**config.mk**
```make
export PLATFORM = sky130hd
export DESIGN_NAME = wb_queue_flat
export DESIGN_NICKNAME = d
export VERILOG_FILES = /design/src/rtl/rf_pkg.sv /design/src/rtl/wb_queue_if.sv /design/src/rtl/wbq_match.sv /design/src/rtl/wb_queue.sv /design/src/flat_wrapper.sv
export SDC_FILE = /design/constraint.sdc
export NUM_CORES = 1
export LEC_CHECK = 0
export ABC_AREA = 0
export ABC_CLOCK_PERIOD_IN_PS = 4650
export CORE_ASPECT_RATIO = 0.7
export CORE_MARGIN = 3
export CORE_UTILIZATION = 45
export CTS_BUF_LIST = sky130_fd_sc_hd__clkbuf_2 sky130_fd_sc_hd__clkbuf_4 sky130_fd_sc_hd__clkbuf_8
export CTS_CLUSTER_SIZE = 8
export DETAILED_ROUTE_END_ITERATION = 8
export PLACE_DENSITY = 0.73
export SLEW_MARGIN = 30
export SYNTH_ARGS = -nofsm -noshare
export SYNTH_HDL_FRONTEND = slang
export SYNTH_SLANG_ARGS = --single-unit
```
**constraint.sdc**
```tcl
create_clock -name clk -period 4.65 [get_ports clk]
set_input_delay 0.93 -clock clk [delete_from_list [all_inputs] [get_ports clk]]
set_output_delay 0.93 -clock clk [all_outputs]
set_load 0.01 [all_outputs]
```
**src/rtl/rf_pkg.sv**
```systemverilog
// Types and constants shared by the register file and its write-back queue.
package rf_pkg;

  localparam int ADDR_WIDTH = 5;
  localparam int DATA_WIDTH = 32;

  localparam logic [ADDR_WIDTH-1:0] ZERO_REG = '0;

  typedef struct packed {
    logic [ADDR_WIDTH-1:0] addr;
    logic [DATA_WIDTH-1:0] data;
  } wbq_entry_t;

endpackage

```
**src/rtl/wb_queue_if.sv**
```systemverilog
// Write request, register-file write port, and forwarding lookup of the write-back queue.
interface wb_queue_if #(
  parameter int ADDR_WIDTH = rf_pkg::ADDR_WIDTH,
  parameter int DATA_WIDTH = rf_pkg::DATA_WIDTH,
  parameter int DEPTH      = 4
) ();

  localparam int CNT_W = $clog2(DEPTH) + 1;

  logic                  in_valid;
  logic                  in_ready;
  logic [ADDR_WIDTH-1:0] in_addr;
  logic [DATA_WIDTH-1:0] in_data;
  logic                  drain_en;
  logic                  rf_wen;
  logic [ADDR_WIDTH-1:0] rf_waddr;
  logic [DATA_WIDTH-1:0] rf_wdata;
  logic [ADDR_WIDTH-1:0] lk_addr;
  logic                  lk_hit;
  logic [DATA_WIDTH-1:0] lk_data;
  logic [CNT_W-1:0]      count;
  logic                  empty;

  modport master (
    output in_valid, in_addr, in_data, drain_en, lk_addr,
    input  in_ready, rf_wen, rf_waddr, rf_wdata, lk_hit, lk_data, count, empty
  );

  modport slave (
    input  in_valid, in_addr, in_data, drain_en, lk_addr,
    output in_ready, rf_wen, rf_waddr, rf_wdata, lk_hit, lk_data, count, empty
  );

endinterface

```
**src/rtl/wbq_match.sv**
```systemverilog
// Youngest-first lookup of a register index across the pending write-back entries.
module wbq_match
  import rf_pkg::*;
#(
  parameter int DEPTH = 4
) (
  input  wbq_entry_t                   i_entries [DEPTH],
  input  logic [DEPTH-1:0]             i_valid,
  input  logic [$clog2(DEPTH)-1:0]     i_wr_ptr,
  input  logic [rf_pkg::ADDR_WIDTH-1:0] i_lk_addr,
  output logic                         o_hit,
  output logic [rf_pkg::DATA_WIDTH-1:0] o_data
);

  localparam int PTR_W = $clog2(DEPTH);

  logic [PTR_W-1:0] w_idx;

  // Walk oldest slot to youngest so the last match written is the youngest one.
  always_comb begin
    o_hit  = 1'b0;
    o_data = '0;
    w_idx  = '0;
    for (int k = DEPTH; k >= 1; k--) begin
      w_idx = i_wr_ptr - PTR_W'(k);
      if ((i_lk_addr != ZERO_REG) && i_valid[w_idx] &&
          (i_entries[w_idx].addr == i_lk_addr)) begin
        o_hit  = 1'b1;
        o_data = i_entries[w_idx].data;
      end
    end
  end

endmodule

```
**src/rtl/wb_queue.sv**
```systemverilog
// Write-back queue feeding the single register-file write port, with forwarding of
// still-pending writes to readers.
module wb_queue
  import rf_pkg::*;
#(
  parameter int ADDR_WIDTH = rf_pkg::ADDR_WIDTH,
  parameter int DATA_WIDTH = rf_pkg::DATA_WIDTH,
  parameter int DEPTH      = 4
) (
  input logic       clk,
  input logic       rst_n,
  wb_queue_if.slave bus
);

  localparam int PTR_W = $clog2(DEPTH);
  localparam int CNT_W = PTR_W + 1;
  localparam logic [CNT_W-1:0] FULL_CNT = CNT_W'(DEPTH);

  wbq_entry_t       r_entries [DEPTH];
  logic [PTR_W-1:0] r_wr_ptr;
  logic [PTR_W-1:0] r_rd_ptr;
  logic [CNT_W-1:0] r_count;

  logic [DEPTH-1:0]      w_valid;
  logic                  w_empty;
  logic                  w_ready;
  logic                  w_accept;
  logic                  w_enq;
  logic                  w_deq;
  wbq_entry_t            w_head;
  logic [ADDR_WIDTH-1:0] w_head_addr;
  logic [DATA_WIDTH-1:0] w_head_data;
  logic                  w_lk_hit;
  logic [DATA_WIDTH-1:0] w_lk_data;

  assign w_empty  = (r_count == '0);
  assign w_ready  = (r_count < FULL_CNT) && rst_n;
  assign w_accept = bus.in_valid && w_ready;
  // Writes to x0 complete the handshake but are dropped.
  assign w_enq    = w_accept && (bus.in_addr != ZERO_REG);
  assign w_deq    = !w_empty && bus.drain_en && rst_n;

  assign w_head      = r_entries[r_rd_ptr];
  assign w_head_addr = w_empty ? '0 : w_head.addr;
  assign w_head_data = w_empty ? '0 : w_head.data;

  for (genvar g = 0; g < DEPTH; g++) begin : g_valid
    logic [PTR_W-1:0] w_off;
    assign w_off      = PTR_W'(g) - r_rd_ptr;
    assign w_valid[g] = {1'b0, w_off} < r_count;
  end

  always_ff @(posedge clk) begin
    if (w_enq) begin
      r_entries[r_wr_ptr] <= '{addr: bus.in_addr, data: bus.in_data};
    end
  end

  always_ff @(posedge clk) begin
    if (!rst_n) begin
      r_wr_ptr <= '0;
      r_rd_ptr <= '0;
      r_count  <= '0;
    end else begin
      if (w_enq) r_wr_ptr <= r_wr_ptr + PTR_W'(1);
      if (w_deq) r_rd_ptr <= r_rd_ptr + PTR_W'(1);
      unique case ({w_enq, w_deq})
        2'b10:   r_count <= r_count + CNT_W'(1);
        2'b01:   r_count <= r_count - CNT_W'(1);
        default: ;
      endcase
    end
  end

  wbq_match #(
    .DEPTH (DEPTH)
  ) u_match (
    .i_entries (r_entries),
    .i_valid   (w_valid),
    .i_wr_ptr  (r_wr_ptr),
    .i_lk_addr (bus.lk_addr),
    .o_hit     (w_lk_hit),
    .o_data    (w_lk_data)
  );

  assign bus.in_ready = w_ready;
  assign bus.rf_wen   = w_deq;
  assign bus.rf_waddr = w_head_addr;
  assign bus.rf_wdata = w_head_data;
  assign bus.lk_hit   = w_lk_hit;
  assign bus.lk_data  = w_lk_data;
  assign bus.count    = r_count;
  assign bus.empty    = w_empty;

endmodule

```
**src/flat_wrapper.sv**
```systemverilog
// flat-port wrapper written by rule: the top's interface ports become plain ports
module wb_queue_flat import rf_pkg::*;
#(
  parameter int ADDR_WIDTH = rf_pkg::ADDR_WIDTH,
  parameter int DATA_WIDTH = rf_pkg::DATA_WIDTH,
  parameter int DEPTH      = 4
)
  (clk, rst_n, bus_in_valid, bus_in_addr, bus_in_data, bus_drain_en, bus_lk_addr, bus_in_ready, bus_rf_wen, bus_rf_waddr, bus_rf_wdata, bus_lk_hit, bus_lk_data, bus_count, bus_empty);
  wb_queue_if #(.ADDR_WIDTH(ADDR_WIDTH), .DATA_WIDTH(DATA_WIDTH), .DEPTH(DEPTH)) bus_i ();
  input logic clk;
  input logic rst_n;
  input wire logic [$bits(bus_i.in_valid)-1:0] bus_in_valid;
  input wire logic [$bits(bus_i.in_addr)-1:0] bus_in_addr;
  input wire logic [$bits(bus_i.in_data)-1:0] bus_in_data;
  input wire logic [$bits(bus_i.drain_en)-1:0] bus_drain_en;
  input wire logic [$bits(bus_i.lk_addr)-1:0] bus_lk_addr;
  output wire logic [$bits(bus_i.in_ready)-1:0] bus_in_ready;
  output wire logic [$bits(bus_i.rf_wen)-1:0] bus_rf_wen;
  output wire logic [$bits(bus_i.rf_waddr)-1:0] bus_rf_waddr;
  output wire logic [$bits(bus_i.rf_wdata)-1:0] bus_rf_wdata;
  output wire logic [$bits(bus_i.lk_hit)-1:0] bus_lk_hit;
  output wire logic [$bits(bus_i.lk_data)-1:0] bus_lk_data;
  output wire logic [$bits(bus_i.count)-1:0] bus_count;
  output wire logic [$bits(bus_i.empty)-1:0] bus_empty;
  assign bus_i.in_valid = bus_in_valid;
  assign bus_i.in_addr = bus_in_addr;
  assign bus_i.in_data = bus_in_data;
  assign bus_i.drain_en = bus_drain_en;
  assign bus_i.lk_addr = bus_lk_addr;
  assign bus_in_ready = bus_i.in_ready;
  assign bus_rf_wen = bus_i.rf_wen;
  assign bus_rf_waddr = bus_i.rf_waddr;
  assign bus_rf_wdata = bus_i.rf_wdata;
  assign bus_lk_hit = bus_i.lk_hit;
  assign bus_lk_data = bus_i.lk_data;
  assign bus_count = bus_i.count;
  assign bus_empty = bus_i.empty;
  wb_queue #(.ADDR_WIDTH(ADDR_WIDTH), .DATA_WIDTH(DATA_WIDTH), .DEPTH(DEPTH)) u_core (.clk(clk), .rst_n(rst_n), .bus(bus_i));
endmodule
```
==> results.md, run 1 <==
- CP endpoint: bus_lk_data[31]
- Tcrit/Tclk final: 97.3%
- GRT met2 Usage: 38.1%
- Crit path max-delay family: multiplexers
- Post-synth top area share: 40.2%
- Sink Count: 155
- Crit path buf inv count: 6
- IO Port Bufs: 121
- # IOs: 122
- Synth cell types: 52
- Final Max Slew Viols: 0
- First-pass GRT wire length: 50,000 um
- Synth warn: 0
- Core area: 23,900 sq um
- Max-cap violation count: 0
- Initial Util: 46.3%
- DP Worst Slack: -0.194 ns
- Root buffer cell: clkbuf_8
- Top cell type by total area after synthesis: edfxtp_1
- Initial antenna violation count: 1
- DR iter-0 viols: 874
- Clk slew on worst S/H paths: 0.09 ns
- ANT nets after route: 0
- R2r setup slk: 2.05 ns
- Cell with the most instances after synthesis: edfxtp_1
- DRC Markers: 0
- Worst R2R Path Depth: 9
- Outcome: finished clean
- Critical path required time: 3.72 ns
- FF-to-FF Start: u_core.bus.count[2]
- GPL Wtd Cong: 0.858
- CP startpoint kind: flip-flop
- Crit path time final: 4.52 ns
- Worst-margin pin slew: 0.700 ns
- Grt total ovfl: 0
- DR vias: 8,348
- Synth Cell Area: 11,100 sq um
- Worst r2r dst: u_core.bus.count[2]
- TritonRoute pass-1 iters: 5
- Seq/Total Area, Yosys: 41.4%
- Global-route track usage on met3: 6.38%
- Relative slew slack: 53.3%
- Hold WC Path Type: flip-flop to flip-flop
- Gr busiest metal: met2
- Worst Skew: 0.0172 ns
- CP Capture Type: output pin
- H-tree Lvls: 4
- Pwr dens: 277 nW/um^2
- Crit path arrival time: 3.59 ns
- M1 GR Usage: 35.2%
- Final setup viols: 0
- Flops & latches, synth: 155
- Primary FF master, synth: edfxtp_1
- Via density: 6.74
- HPWL after DPL: 20,100 um
- Post-synth top cells: edfxtp_1, mux4_2, a22oi_1
- Slowest cell on the critical path: mux4_2
- # rows: 47
- Hold_buf cts: 0
- Largest net degree at the start of global routing: 61
- GRT Overall Usage: 24.5%
- Syn avg cell area: 14.5 sq um
- Placed Instances: 1,180
- Maximum vdd drop: 0.000181 V
- Slowest Stage Delay on Critical Path: 0.53 ns
- Syn Nets: 818
- Cell depth of the worst setup path: 13
- Setup TNS: 0 ns
- Leak: 4.16 nW
- Vias in the first global route: 8,287
- DIE HEIGHT: 137 um
- Diode count: 0
- Post-synthesis cell count: 762
- Total Nets Final: 963
- Final wirelength: 32,600 um
- Most frequent CP cell: buf_6
- Maximum fanout along the worst path: 4
- Clk buf depth: 2
- Main area contributors after synthesis: edfxtp_1, mux4_2, a22oi_1
- Cts bufs inserted: 17
- Chip width: 193 um
- Routed len/inst: 26.3 um
- Hold Fails Final Rpt: 0
- Share of flip-flops with an asynchronous set or reset: 0%
- Number of synthesized flops with an enable pin: 148
- Worst Setup SP: u_core.r_wr_ptr[1]
- TritonCTS clock tree: built
- Non-Filler Instances: 1,238
- Latest clock arrival within the worst-skew pair: 0.47 ns
- RSZ-0062 raised after global routing: true
- DIE AREA: 26,500 sq um
- Proportion of layout cells with a drive suffix above 1: 39.5%
- Crit path kind: flip-flop to output pin
- P&R area growth vs syn: 24.8%
- CP cell instances: inv_4 -> ha_4 -> mux4_2 -> or3_1 -> a221o_1 -> nor3_4 -> buf_6 -> buf_6 -> buf_16 -> mux2i_1 -> a21oi_1 -> buf_4 -> clkbuf_2
- Setup WS post-layout: 0.127 ns
- FMAX: 221 MHz
==> routing by layer <==
| layer | wire (um) | up-vias |
|---|---|---|
| met2 | 15400 | 540 |
| met3 | 3230 | 36 |
| met5 | 7 | - |
| li1 | - | 3499 |
| met1 | 13700 | 4271 |
| met4 | 319 | 2 |
==> layout make-up <==
type	instances	area (sq um)
Sequential cell	155	4600
Multi-Input combinational cell	522	6350
Inverter	10	40.0
Timing Repair Buffer	201	1990
Tap cell	318	398
Clock inverter	13	173
Fill cell	1874	10100
Clock buffer	19	249
==> logic make-up (layout without fill, tap and decap cells) <==
logic type               count (synthesis)  after routing  share of synthesized area, %
AO/OA/AOI/OAI                          196            196                          13.2
multiplexers                           188            188                          33.3
flip-flops                             155            155                          41.4
AND/OR/NAND/NOR                         95             96                          4.98
buffers and inverters                   86            243                          3.35
XOR/XNOR                                32             32                          2.53
adder cells (fa/ha/maj)                 10             10                          1.20
==> how the worst min path moves through the flow <==
stage                                    from                   to  cells after the start
final                     u_core.bus.count[1]  u_core.bus.count[1]                      3
after global routing      u_core.bus.count[1]  u_core.bus.count[1]                      3
after CTS                 u_core.bus.count[2]  u_core.bus.count[2]                      2
after detailed placement  u_core.bus.count[2]  u_core.bus.count[2]                      2
after global placement    u_core.bus.count[1]  u_core.bus.count[1]                      3
after floorplan           u_core.bus.count[2]  u_core.bus.count[2]                      2
==> repair_timing <==
| item | in CTS | in global routing |
|---|---|---|
| pin swaps | 7 | 11 |
| buffers inserted | 16 | 8 |
| endpoints found under the setup margin | 33 | 32 |
| gates cloned | 5 | 0 |
| hold endpoints to repair | 0 | 0 |
| resized for setup | 96 | 70 |
==> cells in the final DEF, fill, tap and decap left out, types with 28 or more instances in the layout <==
cell             instances
o22ai_1                 31
a22oi_1                 64
a21oi_1                 30
nor2b_1                 44
a21boi_2                28
edfxtp_1               148
buf_4                   50
mux2i_1                 35
mux4_2                 144
clkdlybuf4s50_1         88
==> worst min-delay path, delay by kind of cell, from the launching register on <==
| kind | cells | cell delay [ns] |
|---|---|---|
| AND/OR/NAND/NOR | 2 | 0.17 |
| flip-flops | 1 | 0.38 |
| AO/OA/AOI/OAI | 1 | 0.06 |
==> flip-flops by register name, indices dropped and copies added (netlist names) <==
register and cells:
u_core.bus.count 3, u_core.r_entries 148, u_core.r_rd_ptr 2, u_core.r_wr_ptr 2
==> metrics by stage <==
stage	area [sq um]	power (mW)	utilization, %	hold slack [ns]
after floorplan	11100	2.29	-	0.606
after global placement	13000	2.68	54.5	0.646
after detailed placement	13000	2.69	54.5	0.645
after CTS	13700	3.83	57.5	0.663
after global routing	13800	3.98	57.8	0.676
final	13800	3.82	57.8	0.643
==> report_power, final <==
part	internal, mW	switching (mW)
clock network	0.591	0.524
logic	0.569	0.533
registers	1.57	0.0390
No activity file was read; power rests on OpenSTA's default activity.
==> run 2: changes to the inputs <==
--- a/config.mk
+++ b/config.mk
@@ -11,10 +11,10 @@
 export CORE_MARGIN = 3
 export CORE_UTILIZATION = 45
 export CTS_BUF_LIST = sky130_fd_sc_hd__clkbuf_2 sky130_fd_sc_hd__clkbuf_4 sky130_fd_sc_hd__clkbuf_8
-export CTS_CLUSTER_SIZE = 8
 export DETAILED_ROUTE_END_ITERATION = 8
 export PLACE_DENSITY = 0.73
 export SLEW_MARGIN = 30
 export SYNTH_ARGS = -nofsm -noshare
 export SYNTH_HDL_FRONTEND = slang
 export SYNTH_SLANG_ARGS = --single-unit
+export TNS_END_PERCENT = 30
==> results.md, run 2 (synthesis results as in run 1) <==
- Crit path kind: flip-flop to output pin
- Relative slew slack: 53.4%
- Initial antenna violation count: 1
- Outcome: finished clean
- # IOs: 122
- Setup WS post-layout: 0.0334 ns
- Worst Skew: 0.0167 ns
- Max FFs per register: 148
- Maximum fanout along the worst path: 8
- Maximum vdd drop: 0.000181 V
- Pwr dens: 277 nW/um^2
- Chip width: 193 um
- CP Capture Type: output pin
- Tot Pwr: 3.82 mW
- Grt total ovfl: 0
- DIE AREA: 26,500 sq um
- DIE HEIGHT: 137 um
- ANT nets after route: 0
- Crit path time final: 4.62 ns
- Fill cells: 1,885
- Final setup viols: 0
- Leak: 4.13 nW
- Tcrit/Tclk final: 99.3%
- Crit path arrival time: 3.69 ns
- P&R area growth vs syn: 24.5%
- FMAX: 217 MHz
- Total Nets Final: 960
- Most frequent cells in the layout: edfxtp_1, mux4_2, clkdlybuf4s50_1
- Latest clock arrival within the worst-skew pair: 0.47 ns
- Clk slew on worst S/H paths: 0.09 ns
- DR vias: 8,283
- H-tree Lvls: 4
- Max-cap violation count: 0
- Commonest non-fill, non-tap cell in the layout: edfxtp_1
- IO Port Bufs: 121
- Initial Util: 46.3%
- DP Worst Slack: -0.194 ns
- DRC Markers: 0
- RSZ-0062 raised after global routing: true
- Vias in the first global route: 8,289
- Sink Count: 155
- Hold WC Path Type: flip-flop to flip-flop
- Hold Fails Final Rpt: 0
- First-pass GRT wire length: 50,100 um
- HPWL after DPL: 20,100 um
- DR iter-0 viols: 918
- Worst R2R Path Depth: 9
- Routed len/inst: 26.4 um
- Proportion of layout cells with a drive suffix above 1: 38.2%
- Util after Layout: 57.7%
- # rows: 47
- Final wirelength: 32,600 um
- GPL Wtd Cong: 0.858
- Worst-margin pin slew: 0.699 ns
- TritonRoute pass-1 iters: 5
- Root buffer cell: clkbuf_8
- Final Max Slew Viols: 0
- Via density: 6.70
- Critical path required time: 3.72 ns
- Core area: 23,900 sq um
- Clk buf depth: 2
- Reg with most FFs: u_core.r_entries
- Worst hold path stage count: 2
- Largest net degree at the start of global routing: 61
- Cts bufs inserted: 17
- GRT Overall Usage: 24.6%
- CP startpoint kind: flip-flop
- TritonCTS clock tree: built
- Setup TNS: 0 ns
[run 2: cell types whose count changed in the layout (fill, tap and decap cells not counted), sizes merged]
cell           change
buf                -6
clkdlybuf4s15      +4
dlygate4sd2        +3
clkbuf             -4
dlymetal6s2s       -1
bufbuf             +1
diode              +1
[run 2: final cells by class]
| cell class | count | area (sq um) | area share, % |
|---|---|---|---|
| clock buffer | 19 | 249 | 1.81 |
| sequential | 155 | 4600 | 33.4 |
| clock inverter | 13 | 173 | 1.25 |
| tap | 318 | 398 | 2.89 |
| antenna | 1 | 2.50 | 0.0182 |
| multi-input combinational | 522 | 6320 | 45.9 |
| timing repair buffer | 198 | 1990 | 14.5 |
| inverter | 10 | 40.0 | 0.291 |
[run 2: metrics by stage]
step,area (sq um),std cells,hold slack [ns]
global route,13800,1235,0.715
floorplan,11100,762,0.606
finish,13800,1236,0.664
CTS,13700,1229,0.663
global placement,13000,1180,0.646
detailed placement,13000,1180,0.645
[run 2: layer usage]
metal	vias up	global-route usage, %	wire, um
li1	3497	-	-
met1	4271	35.3	13900
met2	470	38.4	15400
met3	43	6.14	2910
met4	2	6.02	416
met5	-	0.370	7
[run 2: worst max-delay path, cell delays in order (launching register included)]
cell and delay (ns):
dfxtp_4 0.37, inv_4 0.04, ha_4 0.30, mux4_2 0.53, or3_1 0.38, a221o_1 0.38
nor3_4 0.19, buf_12 0.16, buf_12 0.15, buf_12 0.14, buf_6 0.10, mux2i_2 0.22
a21oi_2 0.08, buf_2 0.15
[run 2: worst paths after layout]
kind / from / endpoint / slack, ns
worst max-delay path: u_core.r_wr_ptr[1] / bus_lk_data[24] / 0.03
worst min-delay path: u_core.bus.count[2] / u_core.bus.count[2] / 0.66
worst max register to register: u_core.bus.count[2] / u_core.bus.count[2] / 2.04
worst min register to register: u_core.bus.count[2] / u_core.bus.count[2] / 0.66
[run 2: what timing repair did]
| item | 4_1_cts | 5_1_grt |
|---|---|---|
| pin swaps | 8 | 11 |
| endpoints found under the hold margin | 0 | 0 |
| setup endpoints to repair | 33 | 32 |
| cloned | 5 | 0 |
| hold buffers | 0 | 0 |
| setup buffers | 12 | 7 |
| gates resized for setup | 99 | 48 |
[run 2: power by group]
| part | internal, mW | switching, mW | total (mW) |
|---|---|---|---|
| Sequential | 1.57 | 0.0387 | 1.60 |
| Combinational | 0.568 | 0.529 | 1.10 |
| Clock | 0.591 | 0.523 | 1.11 |
| Total | 2.73 | 1.09 | 3.82 |
==> run 3: changes to the inputs <==
--- a/config.mk
+++ b/config.mk
@@ -6,7 +6,7 @@
 export NUM_CORES = 1
 export LEC_CHECK = 0
 export ABC_AREA = 0
-export ABC_CLOCK_PERIOD_IN_PS = 4650
+export ABC_CLOCK_PERIOD_IN_PS = 4000
 export CORE_ASPECT_RATIO = 0.7
 export CORE_MARGIN = 3
 export CORE_UTILIZATION = 45
==> constraint.sdc (replaced) <==
create_clock -name clk -period 4 [get_ports clk]
set_input_delay 0.8 -clock clk [delete_from_list [all_inputs] [get_ports clk]]
set_output_delay 0.8 -clock clk [all_outputs]
set_load 0.01 [all_outputs]
==> results.md, run 3 (synthesis results as in run 1) <==
- Crit path arrival time: 3.54 ns
- RSZ-0062 raised after global routing: true
- Slowest cell on the critical path: mux4_2
- IO Port Bufs: 121
- DR iter-0 viols: 1,068
- Flop pwr share: 42.3%
- Root buffer cell: clkbuf_8
- Clk buf depth: 2
- DRC Markers: 0
- Metal3 WL: 3390 um
- Fill cells: 1,882
- Proportion of layout cells with a drive suffix above 1: 42.7%
- Crit path max-delay family: multiplexers
- TritonRoute pass-1 iters: 5
- Most frequent cells in the layout: edfxtp_1, mux4_2, clkdlybuf4s50_1
- Hold WC Path Type: flip-flop to flip-flop
- Slowest Stage Delay on Critical Path: 0.52 ns
- Sink Count: 155
- Fin Hold WS: 0.676 ns
- Max layer used: met5
- Latest clock arrival within the worst-skew pair: 0.49 ns
- Internal: 3.02 mW
- Grt total ovfl: 0
- R2r setup slk: 1.47 ns
- HPWL after DPL: 21,100 um
- P&R area growth vs syn: 26.0%
- Core area: 23,900 sq um
- CP cell instances: inv_4 -> ha_4 -> mux4_2 -> or3_1 -> a221o_1 -> nor3_4 -> buf_12 -> buf_6 -> buf_6 -> buf_12 -> mux2i_4 -> a21oi_2 -> buf_2
- Chip width: 193 um
- Initial Util: 46.3%
- Diode count: 0
- First-pass GRT wire length: 50,000 um
- Total Nets Final: 980
- Commonest non-fill, non-tap cell in the layout: edfxtp_1
- Combinational power share: 29.7%
- FMAX: 231 MHz
- Failing checks: setup timing
- CP startpoint kind: flip-flop
- Setup WS post-layout: -0.337 ns
- TritonCTS clock tree: built
- Crit path kind: flip-flop to output pin
- Hold_buf cts: 0
- Clock power share: 27.9%
- Sw Ratio: 31.3%
- Final setup viols: 33
- Outcome: complete, but fails checks
- GPL Wtd Cong: 0.832
- M1 WL: 13,800 um
- Setup TNS: -8.37 ns
- Worst-margin pin slew: 0.807 ns
- Max FFs per register: 148
- Critical path required time: 3.20 ns
- Max-cap violation count: 0
- # rows: 47
- Cts bufs inserted: 17
- Largest net degree at the start of global routing: 56
- Hold Fails Final Rpt: 0
- Tcrit/Tclk final: 108%
- Routed len/inst: 25.7 um
- Worst Skew: 0.0189 ns
- GRT Overall Usage: 24.5%
- # IOs: 122
- ANT nets after route: 0
- Clk slew on worst S/H paths: 0.09 ns
- DIE HEIGHT: 137 um
- Crit path buf inv count: 6
- Leak: 4.21 nW
- Maximum fanout along the worst path: 8
- Via density: 6.62
- DIE AREA: 26,500 sq um
- Met2 WL: 14,500 um
- Pwr dens: 316 nW/um^2
- DR vias: 8,306
- Final Max Slew Viols: 0
- Initial antenna violation count: 1
- CP Capture Type: output pin
- H-tree Lvls: 4
- Maximum vdd drop: 0.000225 V
- Vias in the first global route: 8,278
- Final wirelength: 32,300 um
- Crit path time final: 4.34 ns
- Relative slew slack: 46.2%
- DP Worst Slack: -0.599 ns
- P_sw: 1.38 mW
- Reg with most FFs: u_core.r_entries
-- run 3: cell count changes in the layout (fill, tap and decap cells not counted), moves of 7 or more --
cell and delta:
clkbuf_2 -11, a21oi_2 +21, a21oi_1 -21, buf_4 +20, mux2i_1 -7, buf_2 +16
-- run 3: worst paths after layout --
| kind | end | cells past startpoint | startpoint |
|---|---|---|---|
| worst max register to register | u_core.bus.count[2] | 10 | u_core.bus.count[2] |
| worst min-delay path | u_core.r_rd_ptr[1] | 3 | u_core.r_rd_ptr[1] |
| worst min register to register | u_core.r_rd_ptr[1] | 3 | u_core.r_rd_ptr[1] |
| worst max-delay path | bus_lk_data[19] | 13 | u_core.r_wr_ptr[0] |
-- run 3: per-stage QoR --
stage / instance area [sq um] / util [%] / std cells / total power, mW
floorplan: 11200 / - / 762 / 2.68
global placement: 13300 / 55.7 / 1206 / 3.16
detailed placement: 13300 / 55.7 / 1206 / 3.18
CTS: 13900 / 58.3 / 1253 / 4.41
global route: 13900 / 58.4 / 1255 / 4.60
finish: 13900 / 58.4 / 1255 / 4.40
-- run 3: worst reg2reg max path, cell delays in order, from the launching register on --
cell      delay [ns]
dfxtp_1         0.46
buf_4           0.19
nor3_2          0.05
buf_4           0.19
nor2_1          0.29
ha_1            0.25
inv_1           0.06
fa_1            0.37
xor2_1          0.16
or3_1           0.30
a21boi_0        0.16
-- run 3: cell type report --
cell class / count / area (sq um) / area share (%)
Sequential cell: 155 / 4590 / 33.0
Clock buffer: 17 / 234 / 1.68
Timing Repair Buffer: 219 / 2090 / 15.0
Tap cell: 318 / 398 / 2.85
Multi-Input combinational cell: 521 / 6410 / 46.0
Clock inverter: 15 / 170 / 1.22
Inverter: 10 / 42.5 / 0.305
-- run 3: layer usage --
metal	global-route usage, %	vias up
li1	-	3532
met1	34.9	4225
met2	37.4	493
met3	7.60	54
met4	5.74	2
met5	0	-
-- run 3: power by group through the flow --
stage / logic (mW) / clock network [mW] / registers [mW]
after floorplan: 0.793 / 0 / 1.89
after global placement: 1.27 / 0 / 1.90
after detailed placement: 1.28 / 0 / 1.90
after CTS: 1.30 / 1.25 / 1.86
after global routing: 1.40 / 1.33 / 1.87
final: 1.31 / 1.23 / 1.86
-- run 3: repair_timing --
action                                  in CTS  in global routing
cloned                                       3                  0
resized for setup                          135                 30
setup buffers                               12                  5
pin swaps                                   12                  8
endpoints found under the setup margin      33                 37
